===== config.mk =====
export PLATFORM = sky130hd
export DESIGN_NAME = mips_multicycle_control_flat
export DESIGN_NICKNAME = d
export VERILOG_FILES = /design/src/rtl/mips_pkg.sv /design/src/rtl/mips_multicycle_control_if.sv /design/src/rtl/mips_stall_counter.sv /design/src/rtl/mips_multicycle_control.sv /design/src/flat_wrapper.sv
export SDC_FILE = /design/constraint.sdc
export NUM_CORES = 1
export LEC_CHECK = 0
export ABC_AREA = 1
export CORE_UTILIZATION = 50
export DETAILED_ROUTE_END_ITERATION = 7
export PLACE_DENSITY_LB_ADDON = 0.15
export REMOVE_ABC_BUFFERS = 1
export SLEW_MARGIN = 15
export SYNTH_ARGS = -nofsm -noshare
export SYNTH_HDL_FRONTEND = slang
export SYNTH_SLANG_ARGS = --single-unit

===== constraint.sdc =====
create_clock -name clk -period 3.1 [get_ports clk]
set_clock_uncertainty 0.2 [all_clocks]
set_input_delay 0.465 -clock clk [delete_from_list [all_inputs] [get_ports clk]]
set_output_delay 0.465 -clock clk [all_outputs]
set_load 0.01 [all_outputs]

===== src/rtl/mips_pkg.sv =====
`default_nettype none
// ============================================================================
// Module   : mips_pkg
// Purpose  : Shared constants for the multicycle MIPS main control FSM:
//            opcode values, ALUOp encodings handed to alu_control, and the
//            4-bit state encoding (also exported on the debug state port).
// Ports    : none (package)
// Revision : 1.0 - initial release
// ============================================================================
package mips_pkg;

  // Opcodes (IR[31:26]) understood by the decoder.
  localparam logic [5:0] OP_RTYPE = 6'd0;
  localparam logic [5:0] OP_J     = 6'd2;
  localparam logic [5:0] OP_BEQ   = 6'd4;
  localparam logic [5:0] OP_ADDI  = 6'd8;
  localparam logic [5:0] OP_LUI   = 6'd15;
  localparam logic [5:0] OP_LW    = 6'd35;
  localparam logic [5:0] OP_SW    = 6'd43;

  // ALUOp encodings consumed by alu_control.
  localparam logic [1:0] ALUOP_ADD   = 2'b00;
  localparam logic [1:0] ALUOP_SUB   = 2'b01;
  localparam logic [1:0] ALUOP_FUNCT = 2'b10;
  localparam logic [1:0] ALUOP_LUI   = 2'b11;

  typedef enum logic [3:0] {
    S_FETCH    = 4'd0,
    S_DECODE   = 4'd1,
    S_MEMADR   = 4'd2,
    S_MEMRD    = 4'd3,
    S_MEMWB    = 4'd4,
    S_MEMWR    = 4'd5,
    S_EXEC     = 4'd6,
    S_RTYPE_WB = 4'd7,
    S_BRANCH   = 4'd8,
    S_ADDI_EX  = 4'd9,
    S_IMM_WB   = 4'd10,
    S_LUI_EX   = 4'd11,
    S_JUMP     = 4'd12,
    S_TRAP     = 4'd13
  } state_e;

  // States that hold a memory access open until mem_ready.
  function automatic logic is_mem_state(input state_e s);
    return (s == S_FETCH) || (s == S_MEMRD) || (s == S_MEMWR);
  endfunction

endpackage
`default_nettype wire


===== src/rtl/mips_multicycle_control_if.sv =====
`default_nettype none
// ============================================================================
// Module   : mips_multicycle_control_if
// Purpose  : Bundle between the main control FSM and the datapath.
//            master = controller (drives control lines, reads status),
//            slave  = datapath  (drives opcode/zero/mem_ready).
// Signals  : opcode, zero, mem_ready (datapath -> control)
//            ALUOp, pc_en, IorD, MemRead, MemWrite, IRWrite, MemtoReg,
//            RegDst, RegWrite, ALUSrcA, ALUSrcB, PCSource, state,
//            mem_timeout (control -> datapath)
// Revision : 1.0 - initial release
// ============================================================================
interface mips_multicycle_control_if;
  logic [5:0] opcode;
  logic       zero;
  logic       mem_ready;
  logic [1:0] ALUOp;
  logic       pc_en;
  logic       IorD;
  logic       MemRead;
  logic       MemWrite;
  logic       IRWrite;
  logic       MemtoReg;
  logic       RegDst;
  logic       RegWrite;
  logic       ALUSrcA;
  logic [1:0] ALUSrcB;
  logic [1:0] PCSource;
  logic [3:0] state;
  logic       mem_timeout;

  modport master (
    input  opcode, zero, mem_ready,
    output ALUOp, pc_en, IorD, MemRead, MemWrite, IRWrite, MemtoReg,
           RegDst, RegWrite, ALUSrcA, ALUSrcB, PCSource, state, mem_timeout
  );

  modport slave (
    output opcode, zero, mem_ready,
    input  ALUOp, pc_en, IorD, MemRead, MemWrite, IRWrite, MemtoReg,
           RegDst, RegWrite, ALUSrcA, ALUSrcB, PCSource, state, mem_timeout
  );
endinterface
`default_nettype wire


===== src/rtl/mips_stall_counter.sv =====
`default_nettype none
// ============================================================================
// Module   : mips_stall_counter
// Purpose  : 8-bit saturating count of consecutive stalled memory cycles.
//            timeout_o is sticky: it sets on the edge where the count
//            reaches LIMIT and only rst clears it.
// Ports    : clk, rst  - clock, synchronous active-high reset
//            stall_i   - controller sits in a memory state without mem_ready
//            clear_i   - controller changes state this cycle
//            timeout_o - sticky stall-limit flag
// Revision : 1.0 - initial release
// ============================================================================
module mips_stall_counter #(
  parameter int unsigned LIMIT = 15
) (
  input  logic clk,
  input  logic rst,
  input  logic stall_i,
  input  logic clear_i,
  output logic timeout_o
);

  localparam logic [7:0] LIMIT_C = 8'(LIMIT);

  logic [7:0] count_q, count_d;
  logic       timeout_q, timeout_d;

  always_comb begin
    count_d   = count_q;
    timeout_d = timeout_q;
    if (clear_i) begin
      count_d = '0;
    end else if (stall_i && (count_q != LIMIT_C)) begin
      count_d = count_q + 8'd1;
    end
    if (count_d == LIMIT_C) begin
      timeout_d = 1'b1;
    end
  end

  always_ff @(posedge clk) begin
    if (rst) begin
      count_q   <= '0;
      timeout_q <= 1'b0;
    end else begin
      count_q   <= count_d;
      timeout_q <= timeout_d;
    end
  end

  assign timeout_o = timeout_q;

endmodule
`default_nettype wire


===== src/rtl/mips_multicycle_control.sv =====
`default_nettype none
// ============================================================================
// Module   : mips_multicycle_control
// Purpose  : Multicycle MIPS main control FSM (Moore decode of a 4-bit
//            state), sequencing FETCH/DECODE/EXEC/MEM/WB and driving the
//            datapath enables and ALUOp for alu_control.
// Ports    : clk, rst - clock, synchronous active-high reset
//            ctrl     - mips_multicycle_control_if.master bundle
//            illegal_op (ILLEGAL_TRAP_EN only) - high while in TRAP
// Options  : ILLEGAL_TRAP_EN - illegal opcode parks the FSM in TRAP until
//            rst; otherwise the instruction is dropped (NOP).
// Revision : 1.0 - initial release
// ============================================================================
module mips_multicycle_control
  import mips_pkg::*;
#(
  parameter int unsigned MEM_WAIT_LIMIT = 15
) (
  input logic clk,
  input logic rst,
  mips_multicycle_control_if.master ctrl
`ifdef ILLEGAL_TRAP_EN
  ,
  output logic illegal_op
`endif
);

  state_e     state_q, state_d;
  logic [1:0] alu_op, alusrcb, pcsource;
  logic       pc_write, pc_write_cond, iord, mem_read, mem_write, ir_write;
  logic       memtoreg, regdst, regwrite, alusrca;

  always_ff @(posedge clk) begin
    if (rst) state_q <= S_FETCH;
    else     state_q <= state_d;
  end

  always_comb begin
    state_d       = state_q;
    alu_op        = ALUOP_ADD;
    pc_write      = 1'b0;
    pc_write_cond = 1'b0;
    iord          = 1'b0;
    mem_read      = 1'b0;
    mem_write     = 1'b0;
    ir_write      = 1'b0;
    memtoreg      = 1'b0;
    regdst        = 1'b0;
    regwrite      = 1'b0;
    alusrca       = 1'b0;
    alusrcb       = 2'b00;
    pcsource      = 2'b00;
    unique case (state_q)
      S_FETCH: begin
        mem_read = 1'b1;
        alusrcb  = 2'b01;
        // PC+4 and IR load commit only in the cycle memory delivers.
        ir_write = ctrl.mem_ready;
        pc_write = ctrl.mem_ready;
        if (ctrl.mem_ready) state_d = S_DECODE;
      end
      S_DECODE: begin
        alusrcb = 2'b11;  // speculative branch target into ALUOut
        case (ctrl.opcode)
          OP_RTYPE:      state_d = S_EXEC;
          OP_LW, OP_SW:  state_d = S_MEMADR;
          OP_BEQ:        state_d = S_BRANCH;
          OP_ADDI:       state_d = S_ADDI_EX;
          OP_LUI:        state_d = S_LUI_EX;
          OP_J:          state_d = S_JUMP;
`ifdef ILLEGAL_TRAP_EN
          default:       state_d = S_TRAP;
`else
          default:       state_d = S_FETCH;
`endif
        endcase
      end
      S_MEMADR: begin
        alusrca = 1'b1;
        alusrcb = 2'b10;
        state_d = (ctrl.opcode == OP_LW) ? S_MEMRD : S_MEMWR;
      end
      S_MEMRD: begin
        mem_read = 1'b1;
        iord     = 1'b1;
        if (ctrl.mem_ready) state_d = S_MEMWB;
      end
      S_MEMWB: begin
        regwrite = 1'b1;
        memtoreg = 1'b1;
        state_d  = S_FETCH;
      end
      S_MEMWR: begin
        // Request held until ready; leaving on ready means one commit.
        mem_write = 1'b1;
        iord      = 1'b1;
        if (ctrl.mem_ready) state_d = S_FETCH;
      end
      S_EXEC: begin
        alusrca = 1'b1;
        alu_op  = ALUOP_FUNCT;
        state_d = S_RTYPE_WB;
      end
      S_RTYPE_WB: begin
        regwrite = 1'b1;
        regdst   = 1'b1;
        state_d  = S_FETCH;
      end
      S_BRANCH: begin
        alusrca       = 1'b1;
        alu_op        = ALUOP_SUB;
        pcsource      = 2'b01;
        pc_write_cond = 1'b1;
        state_d       = S_FETCH;
      end
      S_ADDI_EX: begin
        alusrca = 1'b1;
        alusrcb = 2'b10;
        state_d = S_IMM_WB;
      end
      S_IMM_WB: begin
        regwrite = 1'b1;
        state_d  = S_FETCH;
      end
      S_LUI_EX: begin
        alusrcb = 2'b10;
        alu_op  = ALUOP_LUI;
        state_d = S_IMM_WB;
      end
      S_JUMP: begin
        pcsource = 2'b10;
        pc_write = 1'b1;
        state_d  = S_FETCH;
      end
`ifdef ILLEGAL_TRAP_EN
      S_TRAP: state_d = S_TRAP;
`endif
      default: state_d = S_FETCH;
    endcase
  end

  // Architectural side effects are suppressed while rst is held so a reset
  // landing mid-instruction cannot leave a partial writeback behind.
  assign ctrl.pc_en    = ~rst & (pc_write | (pc_write_cond & ctrl.zero));
  assign ctrl.MemWrite = ~rst & mem_write;
  assign ctrl.IRWrite  = ~rst & ir_write;
  assign ctrl.RegWrite = ~rst & regwrite;
  assign ctrl.ALUOp    = alu_op;
  assign ctrl.IorD     = iord;
  assign ctrl.MemRead  = mem_read;
  assign ctrl.MemtoReg = memtoreg;
  assign ctrl.RegDst   = regdst;
  assign ctrl.ALUSrcA  = alusrca;
  assign ctrl.ALUSrcB  = alusrcb;
  assign ctrl.PCSource = pcsource;
  assign ctrl.state    = state_q;

`ifdef ILLEGAL_TRAP_EN
  assign illegal_op = (state_q == S_TRAP);
`endif

  mips_stall_counter #(
    .LIMIT (MEM_WAIT_LIMIT)
  ) u_stall (
    .clk       (clk),
    .rst       (rst),
    .stall_i   (is_mem_state(state_q) && !ctrl.mem_ready),
    .clear_i   (state_d != state_q),
    .timeout_o (ctrl.mem_timeout)
  );

endmodule
`default_nettype wire


===== src/flat_wrapper.sv =====
// flat-port wrapper written by rule: the top's interface ports become plain ports
module mips_multicycle_control_flat import mips_pkg::*;
#(
  parameter int unsigned MEM_WAIT_LIMIT = 15
)
  (clk, rst, ctrl_opcode, ctrl_zero, ctrl_mem_ready, ctrl_ALUOp, ctrl_pc_en, ctrl_IorD, ctrl_MemRead, ctrl_MemWrite, ctrl_IRWrite, ctrl_MemtoReg, ctrl_RegDst, ctrl_RegWrite, ctrl_ALUSrcA, ctrl_ALUSrcB, ctrl_PCSource, ctrl_state, ctrl_mem_timeout);
  mips_multicycle_control_if ctrl_i ();
  input logic clk;
  input logic rst;
  input wire logic [$bits(ctrl_i.opcode)-1:0] ctrl_opcode;
  input wire logic [$bits(ctrl_i.zero)-1:0] ctrl_zero;
  input wire logic [$bits(ctrl_i.mem_ready)-1:0] ctrl_mem_ready;
  output wire logic [$bits(ctrl_i.ALUOp)-1:0] ctrl_ALUOp;
  output wire logic [$bits(ctrl_i.pc_en)-1:0] ctrl_pc_en;
  output wire logic [$bits(ctrl_i.IorD)-1:0] ctrl_IorD;
  output wire logic [$bits(ctrl_i.MemRead)-1:0] ctrl_MemRead;
  output wire logic [$bits(ctrl_i.MemWrite)-1:0] ctrl_MemWrite;
  output wire logic [$bits(ctrl_i.IRWrite)-1:0] ctrl_IRWrite;
  output wire logic [$bits(ctrl_i.MemtoReg)-1:0] ctrl_MemtoReg;
  output wire logic [$bits(ctrl_i.RegDst)-1:0] ctrl_RegDst;
  output wire logic [$bits(ctrl_i.RegWrite)-1:0] ctrl_RegWrite;
  output wire logic [$bits(ctrl_i.ALUSrcA)-1:0] ctrl_ALUSrcA;
  output wire logic [$bits(ctrl_i.ALUSrcB)-1:0] ctrl_ALUSrcB;
  output wire logic [$bits(ctrl_i.PCSource)-1:0] ctrl_PCSource;
  output wire logic [$bits(ctrl_i.state)-1:0] ctrl_state;
  output wire logic [$bits(ctrl_i.mem_timeout)-1:0] ctrl_mem_timeout;
  assign ctrl_i.opcode = ctrl_opcode;
  assign ctrl_i.zero = ctrl_zero;
  assign ctrl_i.mem_ready = ctrl_mem_ready;
  assign ctrl_ALUOp = ctrl_i.ALUOp;
  assign ctrl_pc_en = ctrl_i.pc_en;
  assign ctrl_IorD = ctrl_i.IorD;
  assign ctrl_MemRead = ctrl_i.MemRead;
  assign ctrl_MemWrite = ctrl_i.MemWrite;
  assign ctrl_IRWrite = ctrl_i.IRWrite;
  assign ctrl_MemtoReg = ctrl_i.MemtoReg;
  assign ctrl_RegDst = ctrl_i.RegDst;
  assign ctrl_RegWrite = ctrl_i.RegWrite;
  assign ctrl_ALUSrcA = ctrl_i.ALUSrcA;
  assign ctrl_ALUSrcB = ctrl_i.ALUSrcB;
  assign ctrl_PCSource = ctrl_i.PCSource;
  assign ctrl_state = ctrl_i.state;
  assign ctrl_mem_timeout = ctrl_i.mem_timeout;
  mips_multicycle_control #(.MEM_WAIT_LIMIT(MEM_WAIT_LIMIT)) u_core (.clk(clk), .rst(rst), .ctrl(ctrl_i));
endmodule

# Yosys cells after proc, flatten, opt, wreduce, memory -nomap -nowiden
# Index checks and enable logic that the tools add are counted.
# word_totals
ff_bits	13
word_cells	67
# op_classes
add_sub_neg	1
bitwise	7
reduce_logical	14
n_mux	21
eq_ne	21
# op_table
operator	count
case mux 4 bit (7 select lines)	1
case mux 4 bit (6 select lines)	1
== test 4 bit (second input constant)	5
== test 4 x 3 -> 1 bit (second input constant)	4
2-to-1 mux 8 bit	2
== test 6 x 4 -> 1 bit (second input constant)	2
== test 6 bit (second input constant)	2
2-to-1 mux 4 bit	3
case mux 2 bit (3 select lines)	2
2-to-1 mux 1 bit	9
adder 8 x 1 -> 8 bit (second input constant)	1
== test 4 x 2 -> 1 bit (second input constant)	2
== test 8 x 4 -> 1 bit (second input constant)	1
!= test 8 x 4 -> 1 bit (second input constant)	1
OR reduction 2 bit	4
== test 6 x 2 -> 1 bit (second input constant)	1
== test 6 x 3 -> 1 bit (second input constant)	1
logical NOT 6 bit	1
OR reduction 3 bit	2
bitwise AND 1 bit	5
== test 4 x 1 -> 1 bit (second input constant)	1
logical NOT 4 bit	1
!= test 4 bit	1
case mux 2 bit (2 select lines)	1
other kinds (8)	10

# Depth between registers and ports, before layout
# Gate-level depths: netlist of run 1.
# depth
word_depth	8
ltp_mapped	11
depth_no_buf	11

# Hierarchy
# A second synthesis of run 1 with hierarchy kept.
# hier_totals
cells_unflattened	196
area_unflattened_um2	1139.8
# by_module_without_submodules
mod	cells_per_inst	area_per_inst_um2	instances	seq_area_each_um2
mips_stall_counter	91	604.3	1	180.2
mips_multicycle_control	105	535.5	1	80.1

# Worst setup path before layout of run 1
# Ideal clock, no wire load.
# synth_timing
path_type	reg2out
from	register u_core.state_q[1] (netlist: u_core.ctrl.state[1])
to	output ctrl_pc_en
slack_ps	1133
t_arrival_ps	1302
path_stages_with_launch	6
path_cell_list	dfxtp_1 nor2_1 inv_1 nor3_1 a21oi_1 a21oi_1
# synth_between
elab_chain_len	5
# synth_lines
item	line	rtl
from (decl)	mips_multicycle_control.sv:28	state_e state_q, state_d;
from (signal assigned)	mips_multicycle_control.sv:35	else state_q <= state_d;
== test 4 bit	mips_multicycle_control.sv:53	unique case (state_q)
2-to-1 mux 1 bit	mips_multicycle_control.sv:53	
bitwise AND 1 bit	mips_multicycle_control.sv:144	assign ctrl.pc_en = ~rst & (pc_write | (pc_write_cond & ctrl.zero));
OR 1 bit (*)	mips_multicycle_control.sv:144	
bitwise AND 1 bit (*)	mips_multicycle_control.sv:144	
to (decl)	flat_wrapper.sv:14	output wire logic [$bits(ctrl_i.pc_en)-1:0] ctrl_pc_en;
# Mark *: on every way between the ends. The rest lies on a longest branch, timed or not.

# Worst setup path in the final report of run 1
# Same ends and word-level chain as after synthesis.

==> impl_metrics.json, run 1 <==
{
  "status": "finished clean",
  "grt.overflow.total": 0,
  "path_clk_slew_ns": 0.08,
  "placed_area_um2": 1320,
  "syn_area_um2": 996,
  "synthTopCellsByArea": "dfxtp_1 26%, nand2_1 15%, nor2_1 12%",
  "layout-drive-gt1-share_pct": 9.64,
  "cts_setup_buffers": 0,
  "fp-row-count": 15,
  "vias": 1140,
  "dieHeight_um": 46.6,
  "tightest_slew_ns": 0.429,
  "maxSlewViolCount": 0,
  "cp-start-kind": "flip-flop",
  "area_delta_synth_final_pct": 34.9,
  "synth_top_family_by_area": "simple AND/OR/NAND/NOR gates",
  "clock-root-buffer": "clkbuf_4",
  "clock.fmax_mhz": 377,
  "cp_max_fo": 7,
  "crit_path_cell_trace": "nor2_1 -> inv_1 -> nor3_1 -> a21oi_1 -> a21oi_1 -> clkdlybuf4s50_1",
  "postSynth.asyncResetShare_pct": 0,
  "power_leakage_uw": 0.000577,
  "crit_path_end_kind": "output pin",
  "slew-limit-headroom_pct": 71.2,
  "drc_errors": 0,
  "grt_usage_pct": 23.8,
  "cp_top_family": "buffers and inverters",
  "ff2ff_path_depth": 11,
  "synth_adder_area_share_pct": 1.26,
  "clkSinkCount": 13,
  "start_util_pct": 55.3,
  "finalCritPeriodShare_pct": 85.7,
  "finalHoldViolCount": 0,
  "synthTopCellsByCount": "40 x nand2_1, 31 x nor2_1, 19 x inv_1",
  "min_path_cells": 2,
  "ios": 30,
  "finalSetupViolations": 0,
  "avgSynthCellArea_um2": 6.04,
  "drt-initial-drc-count": 25,
  "dr.pass1.iters": 4,
  "routed_wirelength_um": 2510,
  "synth_seq_cells": 13,
  "yosysWarnings": 0,
  "switching_share_pct": 28.0,
  "finalCriticalPeriod_ns": 2.66,
  "total_power_uw": 347,
  "netlist_instances": 165,
  "clkPwrFrac_pct": 30.9,
  "path_buf_inv": 2,
  "synth_top_area_share_pct": 26.1,
  "ys_dominant_reg_cell": "dfxtp_1",
  "cts_inserted_buffers": 3,
  "max_stage_delay_ns": 0.54,
  "grt_setup_unrepaired": "no",
  "p_int_uw": 250,
  "ir_drop_v": 0.000225,
  "synthSimpleGateAreaFrac_pct": 48.9,
  "yosys.cell_types.count": 29,
  "fin_tns_setup_ns": 0,
  "pwr_density_cell_nw_per_um2": 258,
  "clk_latency_ns": 0.28,
  "slowest_stage": "clkdlybuf4s50_1",
  "grt_pass1_wl_um": 3650,
  "cts_resized": 0,
  "diodes": 0,
  "cap_violations": 0,
  "synth_edf_count": 0,
  "htree_levels": 1,
  "p_seq_share_pct": 49.6,
  "dp_cells": 218,
  "nets": 209,
  "synth_xor_area_share_pct": 4.40,
  "finalInstanceArea_um2": 1340,
  "arrival_ns": 1.99,
  "dieArea_um2": 2170,
  "yosys.cell_count.top_type": "nand2_1",
  "crit_top_cell": "a21oi_1",
  "switchingPower_uw": 97.1,
  "dieWidth_um": 46.6,
  "synth_area_leader_cell": "dfxtp_1",
  "antenna_found_initial": 0,
  "holdWs_ns": 0.259,
  "synth_mux_area_share_pct": 0,
  "comb_power_share_pct": 19.5,
  "dp_hpwl_um": 1980,
  "critPathRequiredTime_ns": 2.43,
  "hold_class": "flip-flop to flip-flop",
  "grt_max_degree": 14,
  "core_area_um2": 1800,
  "grt_pass1_vias": 883,
  "hold_buffers": 0,
  "via_per_inst": 5.14,
  "place.gp.congestion": 0.848,
  "finalNonFillerCells": 222,
  "io_buffers": 29,
  "seq_area_frac_synth_pct": 26.1,
  "synth_compound_area_share_pct": 9.92,
  "cts_tree": "built",
  "cp_num_cells": 6,
  "worstSetupPathType": "flip-flop to output pin",
  "ant_nets": 0,
  "cts_max_path_buffers": 2,
  "avgRoutedWirePerCell_um": 11.3
}
-- layout by cell type, fill, tap and decap left out, drive strengths merged --
cell	count
clkdlybuf4s50	29
nor2	35
ha	1
a211oi	1
buf	1
nand3	14
nor4	2
o211ai	1
clkbuf	4
o21ai	4
nand4	1
nor3b	3
dfxtp	13
o31ai	2
a31oi	1
xor2	1
inv	22
nor3	5
a21oi	6
xnor2	4
clkinv	1
a41oi	1
nand2	45
-- final timing paths --
path | start | to | slack [ns]
worst max-delay path | u_core.ctrl.state[1] | ctrl_pc_en | 0.44
worst min-delay path | u_core.u_stall.timeout_o | u_core.u_stall.timeout_o | 0.26
worst max register to register | u_core.u_stall.count_q[0] | u_core.u_stall.timeout_o | 1.12
worst min register to register | u_core.u_stall.timeout_o | u_core.u_stall.timeout_o | 0.26
-- final cells by class --
type | count | area (um2)
Tap cell | 25 | 31.3
Sequential cell | 13 | 260
Fill cell | 163 | 458
Inverter | 23 | 86.3
Multi-Input combinational cell | 127 | 642
Timing Repair Buffer | 30 | 298
Clock buffer | 4 | 26.3
-- worst reg2reg max path, stage by stage (launching register included) --
cell     delay [ns]
dfxtp_1        0.42
ha_1           0.27
nand3_2        0.11
nor2_1         0.19
nor2_2         0.10
nand2_4        0.10
nand2_1        0.07
nand2_1        0.07
nand2_1        0.07
nor2_1         0.13
nand3_1        0.11
a21oi_2        0.11
-- power by group through the flow --
stage	clock network [uW]	logic (uW)	registers [uW]
final	107	67.7	172
after CTS	109	67.3	172
after global routing	117	73.4	172
after global placement	0	64.9	176
after detailed placement	0	66.9	176
after floorplan	0	31.9	176
-- logic make-up after synthesis --
| group | Yosys count |
|---|---|
| and+or+nand+nor | 105 |
| AOI/OAI and AO/OA | 16 |
| adders and majority gates | 1 |
| xor gates and xnor gates | 5 |
| DFF | 13 |
| buffers and inverters | 25 |
-- sequential cells by signal (all words and copies together) (netlist names) --
register,cells
u_core.u_stall.count_q,8
u_core.ctrl.state,4
u_core.u_stall.timeout_o,1
-- through the flow --
| stage | utilization, % | setup slack (ns) |
|---|---|---|
| 2_1_floorplan | - | 1.13 |
| 3_3_place_gp | 73.1 | 0.623 |
| 3_5_place_dp | 73.1 | 0.615 |
| 4_1_cts | 74.6 | 0.438 |
| 5_1_grt | 74.6 | 0.331 |
| 6_report | 74.6 | 0.444 |
-- routing by layer --
| metal | track usage [%] | share of wire [%] | up-vias |
|---|---|---|---|
| li1 | - | - | 593 |
| met1 | 33.1 | 48 | 501 |
| met2 | 36.9 | 46 | 41 |
| met3 | 3.53 | 4.8 | 5 |
| met4 | 8.57 | 1.5 | 0 |
| met5 | 0 | 0 | - |
No activity file was read; power rests on OpenSTA's default activity.
==> inputs of run 2 (changes only) <==
--- a/config.mk
+++ b/config.mk
@@ -8,7 +8,8 @@
 export ABC_AREA = 1
 export CORE_UTILIZATION = 50
 export DETAILED_ROUTE_END_ITERATION = 7
-export PLACE_DENSITY_LB_ADDON = 0.15
+export HOLD_SLACK_MARGIN = 0.12
+export PLACE_DENSITY_LB_ADDON = 0.1
 export REMOVE_ABC_BUFFERS = 1
 export SLEW_MARGIN = 15
 export SYNTH_ARGS = -nofsm -noshare
==> run 2 against run 1 <==
Compared with the run above: cell count unchanged; core utilization stayed put; wire length shrank 8.1%; combinational power fell by 2%; non-clock buffer count unchanged; critical path depth stayed put; sequential share of layout area unchanged; maximum frequency shrank 0.43%; via count shrank 0.70%; total power is 0.11% lower; global-route usage down 0.076 points; worst hold slack gained 0.0033 ns.
==> impl_metrics.json, run 2 (same netlist as run 1, synthesis figures left out) <==
{
  "status": "finished clean",
  "finalCriticalPeriod_ns": 2.67,
  "avgRoutedWirePerCell_um": 10.4,
  "switchingPower_uw": 96.7,
  "dieWidth_um": 46.6,
  "p_int_uw": 250,
  "grt_pass1_vias": 948,
  "cts_tree": "built",
  "finalCritPeriodShare_pct": 86.0,
  "clock.fmax_mhz": 375,
  "place.gp.congestion": 0.829,
  "start_util_pct": 55.3,
  "grt_setup_unrepaired": "no",
  "diodes": 0,
  "critPathRequiredTime_ns": 2.43,
  "clkPwrFrac_pct": 31.3,
  "grt_max_degree": 16,
  "clkSinkCount": 13,
  "grt_usage_pct": 23.7,
  "comb_power_share_pct": 19.1,
  "grt.overflow.total": 0,
  "dieHeight_um": 46.6,
  "p_seq_share_pct": 49.6,
  "dp_hpwl_um": 1910,
  "slew-limit-headroom_pct": 77.2,
  "io_buffers": 29,
  "setup.worst_path.start": "u_core.ctrl.state[1]",
  "path_buf_inv": 2,
  "cap_violations": 0,
  "utilization_pct": 74.6,
  "tightest_slew_ns": 0.341,
  "core_area_um2": 1800,
  "clk_latency_ns": 0.28,
  "cts_resized": 0,
  "final_cell_mix": "40 x nand2_1, 31 x nor2_1, 29 x clkdlybuf4s50_1, 19 x inv_1, 13 x dfxtp_1",
  "cp_top_family": "buffers and inverters",
  "grt_pass1_wl_um": 3750,
  "fin_tns_setup_ns": 0,
  "ant_nets": 0,
  "ir_drop_v": 0.000234,
  "finalHoldViolCount": 0,
  "ff2ff_path_depth": 11,
  "finalSetupViolations": 0,
  "maxSlewViolCount": 0,
  "dr.pass1.iters": 4,
  "worstSetupPathType": "flip-flop to output pin",
  "mostFrequentLayoutCell": "nand2_1",
  "area_delta_synth_final_pct": 34.9,
  "path_clk_slew_ns": 0.09,
  "drt-initial-drc-count": 48,
  "htree_levels": 1,
  "vias": 1132,
  "crit_top_cell": "a21oi_1",
  "dieArea_um2": 2170,
  "clock-root-buffer": "clkbuf_4",
  "max_stage_delay_ns": 0.55,
  "pwr_density_cell_nw_per_um2": 258,
  "hold_class": "flip-flop to flip-flop",
  "cts_max_path_buffers": 2,
  "crit_path_end_kind": "output pin",
  "r2r_setup_slack_ns": 1.12,
  "hold_buffers": 0,
  "arrival_ns": 2.00,
  "nets": 209,
  "crit_path_end": "ctrl_pc_en",
  "power_leakage_uw": 0.000577,
  "drc_errors": 0,
  "largest-register": "u_core.u_stall.count_q",
  "routed_wirelength_um": 2310,
  "switching_share_pct": 27.9,
  "r2r_end": "u_core.u_stall.timeout_o",
  "via_per_inst": 5.10,
  "holdWs_ns": 0.263,
  "ios": 30,
  "antenna_found_initial": 0,
  "slowest_stage": "clkdlybuf4s50_1",
  "cp_max_fo": 7,
  "largest_reg_flops": 8,
  "r2r-start": "u_core.u_stall.count_q[0]",
  "cts_setup_buffers": 0,
  "fp-row-count": 15,
  "crit_path_cell_trace": "nor2_1 -> inv_1 -> nor3_1 -> a21oi_1 -> a21oi_1 -> clkdlybuf4s50_1",
  "layout-drive-gt1-share_pct": 9.64,
  "cp_num_cells": 6,
  "cp-start-kind": "flip-flop",
  "cts_inserted_buffers": 3
}
==> run 2: cell counts in the layout (fill, tap and decap cells not counted) <==
Identical to the previous run, type by type.
==> run 2: stage by stage <==
stage / worst slack (ns) / instance area [um2] / std cells / power (uW)
finish: 0.433 / 1340 / 222 / 347
global route: 0.270 / 1340 / 222 / 362
CTS: 0.428 / 1340 / 222 / 347
detailed placement: 0.574 / 1320 / 218 / 242
global placement: 0.600 / 1320 / 218 / 241
floorplan: 1.13 / 988 / 163 / 208
==> run 2: power by group through the flow <==
| stage | Combinational (uW) | Clock (uW) | Sequential [uW] |
|---|---|---|---|
| after floorplan | 31.9 | 0 | 176 |
| after global placement | 64.6 | 0 | 176 |
| after detailed placement | 66.1 | 0 | 176 |
| after CTS | 66.3 | 109 | 172 |
| after global routing | 73.3 | 116 | 173 |
| final | 66.1 | 108 | 172 |
==> run 2: worst min-delay path by stage <==
stage / from / endpoint / slack, ns / cells past startpoint
final: u_core.u_stall.timeout_o / u_core.u_stall.timeout_o / 0.26 / 2
after global placement: u_core.u_stall.timeout_o / u_core.u_stall.timeout_o / 0.25 / 2
after global routing: u_core.u_stall.timeout_o / u_core.u_stall.timeout_o / 0.28 / 2
after floorplan: u_core.u_stall.timeout_o / u_core.u_stall.timeout_o / 0.28 / 2
after detailed placement: u_core.u_stall.timeout_o / u_core.u_stall.timeout_o / 0.25 / 2
after CTS: u_core.u_stall.timeout_o / u_core.u_stall.timeout_o / 0.27 / 2
==> run 2: routing by layer <==
layer	vias to the layer above	track usage (%)	part of all wire (%)	wire, um
li1	593	-	-	-
met1	498	32.6	48	1110
met2	36	37.8	45	1040
met3	5	2.35	5.2	120
met4	0	9.14	1.6	38
met5	-	0	0	0
==> run 2: tightest hold or removal path: cells and delay by family (launching register included) <==
kind            cells  cell delay (ns)
buf+inv             1             0.06
compound gates      1             0.05
flops               1             0.31
==> run 2: area by class of cell <==
cell class | count | area (um2)
Clock buffer | 4 | 26.3
Tap cell | 25 | 31.3
Multi-Input combinational cell | 127 | 642
Fill cell | 157 | 458
Sequential cell | 13 | 260
Timing Repair Buffer | 30 | 298
Inverter | 23 | 86.3
==> inputs of run 3 (changes only) <==
--- a/config.mk
+++ b/config.mk
@@ -10,7 +10,6 @@
 export DETAILED_ROUTE_END_ITERATION = 7
 export HOLD_SLACK_MARGIN = 0.12
 export PLACE_DENSITY_LB_ADDON = 0.1
-export REMOVE_ABC_BUFFERS = 1
 export SLEW_MARGIN = 15
 export SYNTH_ARGS = -nofsm -noshare
 export SYNTH_HDL_FRONTEND = slang
==> run 3 against run 2 <==
Compared with the run above: combinational power grew 0.8%; total power shrank 1.1%; largest cell class unchanged; critical path type unchanged; critical endpoint unchanged; clock-buffer cell count is the same.
==> impl_metrics.json, run 3 (same netlist as run 1, synthesis figures left out) <==
{
  "status": "finished clean",
  "r2r-start": "u_core.u_stall.count_q[0]",
  "cts_tree": "built",
  "r2r_setup_slack_ns": 1.15,
  "n_fill_cell": 155,
  "hp-start": "u_core.u_stall.timeout_o",
  "grt_usage_pct": 22.3,
  "routed_wirelength_um": 2250,
  "clkSinkCount": 13,
  "mostFrequentLayoutCell": "nand2_1",
  "p_seq_share_pct": 50.2,
  "dp_cells": 218,
  "clk_latency_ns": 0.27,
  "cp-start-kind": "flip-flop",
  "place_ws_ns": 0.604,
  "fp-row-count": 15,
  "diodes": 0,
  "drc_errors": 0,
  "layout-drive-gt1-share_pct": 9.64,
  "clkPwrFrac_pct": 30.4,
  "crit_path_end_kind": "output pin",
  "vias": 1125,
  "p_int_uw": 250,
  "dieArea_um2": 2170,
  "regArea_um2": 260,
  "worstSetupPathType": "flip-flop to output pin",
  "ff2ff_path_depth": 11,
  "fin_tns_setup_ns": 0,
  "dr.pass1.iters": 4,
  "start_util_pct": 55.3,
  "grt.overflow.total": 0,
  "cap_violations": 0,
  "ios": 30,
  "place.gp.congestion": 0.850,
  "grt_pass1_vias": 874,
  "maxSlewViolCount": 0,
  "synth_nets": 176,
  "core_area_um2": 1800,
  "cts_max_path_buffers": 2,
  "finalCriticalPeriod_ns": 2.66,
  "switchingPower_uw": 93.1,
  "pwr_density_cell_nw_per_um2": 255,
  "r2r_end": "u_core.u_stall.timeout_o",
  "area_delta_synth_final_pct": 34.9,
  "finalNonFillerCells": 222,
  "dp_hpwl_um": 1840,
  "io_buffers": 29,
  "ir_drop_v": 0.000331,
  "grt_setup_unrepaired": "no",
  "dieWidth_um": 46.6,
  "finalCritPeriodShare_pct": 85.9,
  "nets": 209,
  "cp_max_fo": 7,
  "finalSetupViolations": 0,
  "switching_share_pct": 27.2,
  "hold_class": "flip-flop to flip-flop",
  "antenna_found_initial": 0,
  "drt-initial-drc-count": 28,
  "critPathRequiredTime_ns": 2.43,
  "power_leakage_uw": 0.000577,
  "htree_levels": 1,
  "clock.fmax_mhz": 375,
  "setup_slack_ns": 0.436,
  "hold_end": "u_core.u_stall.timeout_o",
  "path_clk_slew_ns": 0.08,
  "largest_reg_flops": 8,
  "ant_nets": 0,
  "min_path_cells": 2,
  "hold_buffers": 0,
  "finalHoldViolCount": 0,
  "slew-limit-headroom_pct": 75.6,
  "cts_setup_buffers": 0,
  "grt_max_degree": 13,
  "avgRoutedWirePerCell_um": 10.1,
  "arrival_ns": 2.00,
  "cts_resized": 0,
  "comb_power_share_pct": 19.4,
  "grt_pass1_wl_um": 3560,
  "final_cell_mix": "40 x nand2_1, 31 x nor2_1, 29 x clkdlybuf4s50_1, 19 x inv_1, 13 x dfxtp_1",
  "tightest_slew_ns": 0.365,
  "clock-root-buffer": "clkbuf_4",
  "largest-register": "u_core.u_stall.count_q",
  "dieHeight_um": 46.6,
  "via_per_inst": 5.07,
  "cts_inserted_buffers": 3,
  "multiInputGateArea_um2": 642,
  "utilization_pct": 74.6
}
run 3: cell counts in the layout (fill, tap and decap cells not counted):
Identical to the previous run, type by type.
run 3: area by class of cell:
type,instances,share of cell area (%)
repair buffers,30,22.2
multi-input cells,127,47.8
inverters,23,6.42
well taps,25,2.33
flip-flops and latches,13,19.4
clock buffers,4,1.96
run 3: worst max path at each step:
stage	from	end	slack, ns
floorplan	u_core.ctrl.state[1]	ctrl_pc_en	1.13
global placement	ctrl_mem_ready	ctrl_pc_en	0.63
detailed placement	ctrl_mem_ready	ctrl_pc_en	0.60
CTS	u_core.ctrl.state[1]	ctrl_pc_en	0.41
global route	u_core.ctrl.state[0]	ctrl_pc_en	0.29
finish	u_core.ctrl.state[1]	ctrl_pc_en	0.44
run 3: metrics by stage:
stage	instance area (um2)	hold WS [ns]	total power, uW
after floorplan	996	0.284	211
after global placement	1320	0.249	241
after detailed placement	1320	0.271	242
after CTS	1340	0.285	345
after global routing	1340	0.300	365
final	1340	0.280	343
run 3: metal layers:
metal	wire length, um	share of wire [%]	global-route usage (%)
met5	0	0	0
met4	11	0.49	3.43
met3	137	6.1	3.53
met2	1020	45	35.0
met1	1080	48	32.4
run 3: power by group through the flow:
| stage | Combinational, uW | Clock [uW] | Sequential [uW] |
|---|---|---|---|
| 2_1_floorplan | 34.8 | 0 | 176 |
| 3_3_place_gp | 64.8 | 0 | 176 |
| 3_5_place_dp | 65.8 | 0 | 176 |
| 4_1_cts | 66.3 | 107 | 172 |
| 5_1_grt | 73.0 | 119 | 173 |
| 6_report | 66.6 | 104 | 172 |
run 3: worst max-delay path, cell delays in order, from the launching register on:
cell             delay, ns
dfxtp_1               0.38
nor2_1                0.24
inv_1                 0.12
nor3_1                0.22
a21oi_1               0.08
a21oi_1               0.13
clkdlybuf4s50_1       0.55
